**src/rtl/lane_frame_assembler.sv**
```systemverilog
// lane_frame_assembler
// Gathers a serial stream of signed samples into one parallel frame of LANES
// samples plus a per-frame shift amount. The frame is presented as a held,
// registered output. A fill buffer is double-buffered against the output
// register, so the next frame can be collected while the consumer still owns
// the current one.

module lane_frame_assembler #(
    parameter int DATAWIDTH = 16,
    parameter int LANES     = 8
) (
    input  logic                          Clk,
    input  logic                          Rst,
    input  logic signed [DATAWIDTH-1:0]   in_data,
    input  logic                          in_valid,
    input  logic                          in_first,
    output logic                          in_ready,
    input  logic [7:0]                    sa_in,
    output logic [LANES*DATAWIDTH-1:0]    frame_data,
    output logic [7:0]                    sa_out,
    output logic                          frame_valid,
    input  logic                          frame_ack,
    output logic                          resync_err,
    output logic [7:0]                    frame_cnt
);

    localparam int IW = (LANES > 2) ? $clog2(LANES) : 1;
    localparam logic [IW-1:0] LAST_IDX = IW'(LANES - 1);

    // Fill-side state: the buffer being collected, its shift amount, the
    // next lane to write, and whether a completed frame is parked in it.
    logic [LANES*DATAWIDTH-1:0] fill_buf;
    logic [7:0]                 fill_sa;
    logic [IW-1:0]              idx;
    logic                       pending;

    // Decoded per-cycle events.
    logic          accept;
    logic [IW-1:0] wr_idx;
    logic          start_frame;
    logic          complete;
    logic          load_direct;
    logic          load_pending;
    logic [LANES*DATAWIDTH-1:0] completed_frame;

    // The block stops taking samples only while a finished frame is parked or
    // while reset is held. It never looks at frame_ack, so there is no comb
    // path from the consumer back to the producer.
    assign in_ready = Rst & ~pending;

    // Decode the accept, the write lane and the two ways a frame can reach the
    // output register.
    always_comb begin
        accept          = in_valid & in_ready;
        wr_idx          = in_first ? '0 : idx;
        start_frame     = accept & (in_first | (idx == '0));
        complete        = accept & ~in_first & (idx == LAST_IDX);
        load_direct     = complete & (~frame_valid | frame_ack);
        load_pending    = pending & frame_ack;
        completed_frame = {in_data, fill_buf[(LANES-1)*DATAWIDTH-1:0]};
    end

    // Fill buffer, lane index and pending flag. A completed frame that cannot
    // go straight to the output stays in the fill buffer until it is acked.
    always_ff @(posedge Clk) begin
        if (!Rst) begin
            fill_buf <= '0;
            fill_sa  <= '0;
            idx      <= '0;
            pending  <= 1'b0;
        end else begin
            if (accept) begin
                fill_buf[int'(wr_idx)*DATAWIDTH +: DATAWIDTH] <= in_data;
                if (start_frame) begin
                    fill_sa <= sa_in;
                end
                if (complete) begin
                    idx <= '0;
                end else begin
                    idx <= wr_idx + IW'(1);
                end
            end
            if (complete && !load_direct) begin
                pending <= 1'b1;
            end else if (load_pending) begin
                pending <= 1'b0;
            end
        end
    end

    // Output frame register, its shift amount, the valid flag, the frame
    // counter and the one-cycle resync pulse for a dropped partial frame.
    always_ff @(posedge Clk) begin
        if (!Rst) begin
            frame_data  <= '0;
            sa_out      <= '0;
            frame_valid <= 1'b0;
            resync_err  <= 1'b0;
            frame_cnt   <= '0;
        end else begin
            resync_err <= accept & in_first & (idx != '0);
            if (load_direct) begin
                frame_data  <= completed_frame;
                sa_out      <= fill_sa;
                frame_valid <= 1'b1;
                frame_cnt   <= frame_cnt + 8'd1;
            end else if (load_pending) begin
                frame_data  <= fill_buf;
                sa_out      <= fill_sa;
                frame_valid <= 1'b1;
                frame_cnt   <= frame_cnt + 8'd1;
            end else if (frame_ack && frame_valid) begin
                frame_valid <= 1'b0;
            end
        end
    end

endmodule
```
**config.mk**
```make
export PLATFORM = sky130hd
export DESIGN_NAME = lane_frame_assembler
export DESIGN_NICKNAME = d
export VERILOG_FILES = /design/src/rtl/lane_frame_assembler.sv
export SDC_FILE = /design/constraint.sdc
export NUM_CORES = 1
export LEC_CHECK = 0
export CAP_MARGIN = 10
export CORE_MARGIN = 2
export CORE_UTILIZATION = 30
export CTS_CLUSTER_SIZE = 8
export DETAILED_ROUTE_END_ITERATION = 16
export PLACE_DENSITY = 0.59
export SLEW_MARGIN = 25
export SYNTH_ARGS = -nofsm -noshare
export SYNTH_HDL_FRONTEND = slang
export SYNTH_SLANG_ARGS = --single-unit
```
**constraint.sdc**
```tcl
create_clock -name Clk -period 2.5 [get_ports Clk]
set_input_delay 0.5 -clock Clk [delete_from_list [all_inputs] [get_ports Clk]]
set_output_delay 0.5 -clock Clk [all_outputs]
set_load 0.05 [all_outputs]
```
==> results.json <==
{
  "slew-limit-headroom_pct": 49.0,
  "drive_above_1_share_pct": 8.02,
  "ys_types": 51,
  "ant_nets": 0,
  "die_w_um": 197,
  "clock_skew_ns": 0.0160,
  "worst_pin_slew_ns": 0.763,
  "dr.pass1.iters": 4,
  "cp-end-kind": "primary output",
  "critPathLaunchType": "flop",
  "synth_nets": 1257,
  "cts_num_sinks": 286,
  "dp_hpwl_um": 21000,
  "clock_path_buffers": 3,
  "path_max_fanout": 6,
  "rsz0062_at_grt": "no",
  "ys_ff_latch": 286,
  "num_rows": 70,
  "port_buffers": 175,
  "crit_family": "buffers and inverters",
  "synth_edf_count": 0,
  "synthArstFlopShare_pct": 0,
  "antenna_found_initial": 0,
  "p_total_uw": 9790,
  "grt_pass1_wl_um": 48700,
  "routed_wl_um": 31500,
  "register_area_sq_um": 5730,
  "drt-initial-drc-count": 473,
  "ctsResizeCount": 0,
  "place_ws_ns": -0.192,
  "finalHoldViolCount": 0,
  "ir_drop_mv": 0.354,
  "yosysWarnings": 0,
  "worstPathRequired_ns": 2.00,
  "final_common_cell": "nand2_1",
  "critPathBufInv": 1,
  "netlist_instances": 1223,
  "grt_util_all_layers_pct": 16.2,
  "max-cap-violations": 0,
  "path_clk_slew_ns": 0.05,
  "root_buffer": "clkbuf_16",
  "ys_seq_area_share_pct": 51.5,
  "overflow": 0,
  "io_pins": 176,
  "drc": 0,
  "fp.dieH_um": 197,
  "cts_tree": "built",
  "place_congestion": 0.781,
  "area_growth_syn_to_layout_pct": 32.8,
  "dpl_cell_area_sq_um": 13700,
  "design_area_sq_um": 14800,
  "fp.dieArea_sq_um": 38600,
  "postCtsSetupBuffers": 0,
  "multi_input_area_sq_um": 4890,
  "hold_path.class": "primary input to flop",
  "p_leak_uw": 0.00536,
  "fin_crit_sh_pct": 93.6,
  "htree_levels": 2,
  "crit_chain": "clkdlybuf4s50_1",
  "crit_type": "flop to primary output",
  "num_antenna_cells": 0,
  "grt_pass1_vias": 8384,
  "start_util_pct": 30.5,
  "slowest_delay_ns": 0.86,
  "status": "finished clean",
  "num-fill-cells": 3579,
  "num_vias": 8737,
  "finalSetupViolCount": 0,
  "grt_max_degree": 147,
  "nets": 1440,
  "power_density_nw_per_um2": 663,
  "utilization_pct": 40.4,
  "numCtsBuffers": 41,
  "syn_area_sq_um": 11100,
  "critPathSlowestCell": "clkdlybuf4s50_1",
  "fin_ws_ns": 0.160,
  "wl_per_cell_um": 16.8,
  "worstSkewPairLatency_ns": 0.52,
  "arrival_ns": 1.84,
  "drv_slew": 0,
  "max_clock_freq_mhz": 427,
  "core-area_sq_um": 36500,
  "ys.flop_type": "dfxtp_1",
  "hold_buffers": 0,
  "routed_via_density": 4.65,
  "period_needed_ns": 2.34,
  "mostFrequentLayoutCells": "nand2_1 (421), dfxtp_1 (286), clkdlybuf4s50_1 (173)",
  "synth_area_per_cell_sq_um": 9.09
}
[per-stage QoR]
step / instances / TNS (ns) / hold slack [ns]
final: 1877 / 0 / 0.315
after global routing: 1877 / 0 / 0.308
after CTS: 1877 / 0 / 0.295
after detailed placement: 1831 / -19.72 / 0.445
after global placement: 1831 / -12.71 / 0.436
after floorplan: 1223 / 0 / 0.430
[synthesized netlist by cell type (3+ instances only)]
cell type	count	share of area [%]
a21boi_0	104	7.0
a21boi_1	52	3.5
and3_1	3	0.17
buf_1	3	0.10
buf_2	21	0.94
buf_4	9	0.61
buf_6	10	1.0
clkbuf_1	48	1.6
dfxtp_1	286	51
ha_1	5	0.56
inv_1	5	0.17
mux2i_1	89	8.0
nand2_1	421	14
nand2b_1	4	0.22
nand3_1	40	1.8
nor2b_1	43	2.4
nor3_1	4	0.18
o211a_1	16	1.4
o21a_1	4	0.27
o21ai_0	18	0.81
[state kept, by name, indices dropped and copies added (netlist names)]
register	cells
fill_buf	128
idx	3
frame_valid	1
resync_err	1
frame_data	128
frame_cnt	8
fill_sa	8
pending	1
sa_out	8
[cells by family after synthesis]
logic type / count (synthesis) / share of synthesized area (%)
adder cells (fa/ha/maj): 5 / 0.562
multiplexers: 89 / 8.01
XOR/XNOR: 2 / 0.158
AND/OR/NAND/NOR: 536 / 20.8
buffers and inverters: 97 / 4.63
AO/OA/AOI/OAI: 208 / 14.4
flip-flops: 286 / 51.5
[final timing paths]
path	depth (start not counted)	slack, ns	end	startpoint
setup reg to reg	7	0.37	fill_buf[87]	idx[0]
hold / removal	2	0.31	frame_data[122]	Rst
hold reg to reg	2	0.45	frame_data[37]	frame_data[37]
setup / recovery	1	0.16	frame_cnt[0]	frame_cnt[0]
[power by group]
group / internal (uW) / switching [uW]
sequential: 4600 / 20.9
clock: 2900 / 1900
combinational: 150 / 214
total: 7650 / 2140
[area by class of cell]
class | count | area share [%]
Clock buffer | 43 | 7.00
Clock inverter | 3 | 0.254
Inverter | 5 | 0.127
Multi-Input combinational cell | 840 | 33.1
Sequential cell | 286 | 38.8
Tap cell | 468 | 3.96
Timing Repair Buffer | 232 | 16.8
[metal layers]
metal / vias up / part of all wire [%] / track usage (%) / wire length (um)
li1: 4382 / - / - / -
met1: 4107 / 48 / 22.2 / 15000
met2: 209 / 46 / 25.9 / 14400
met3: 39 / 4.9 / 3.25 / 1530
met4: 0 / 1.8 / 4.41 / 562
met5: - / 0 / 0 / 0
No activity file was read; power rests on OpenSTA's default activity.
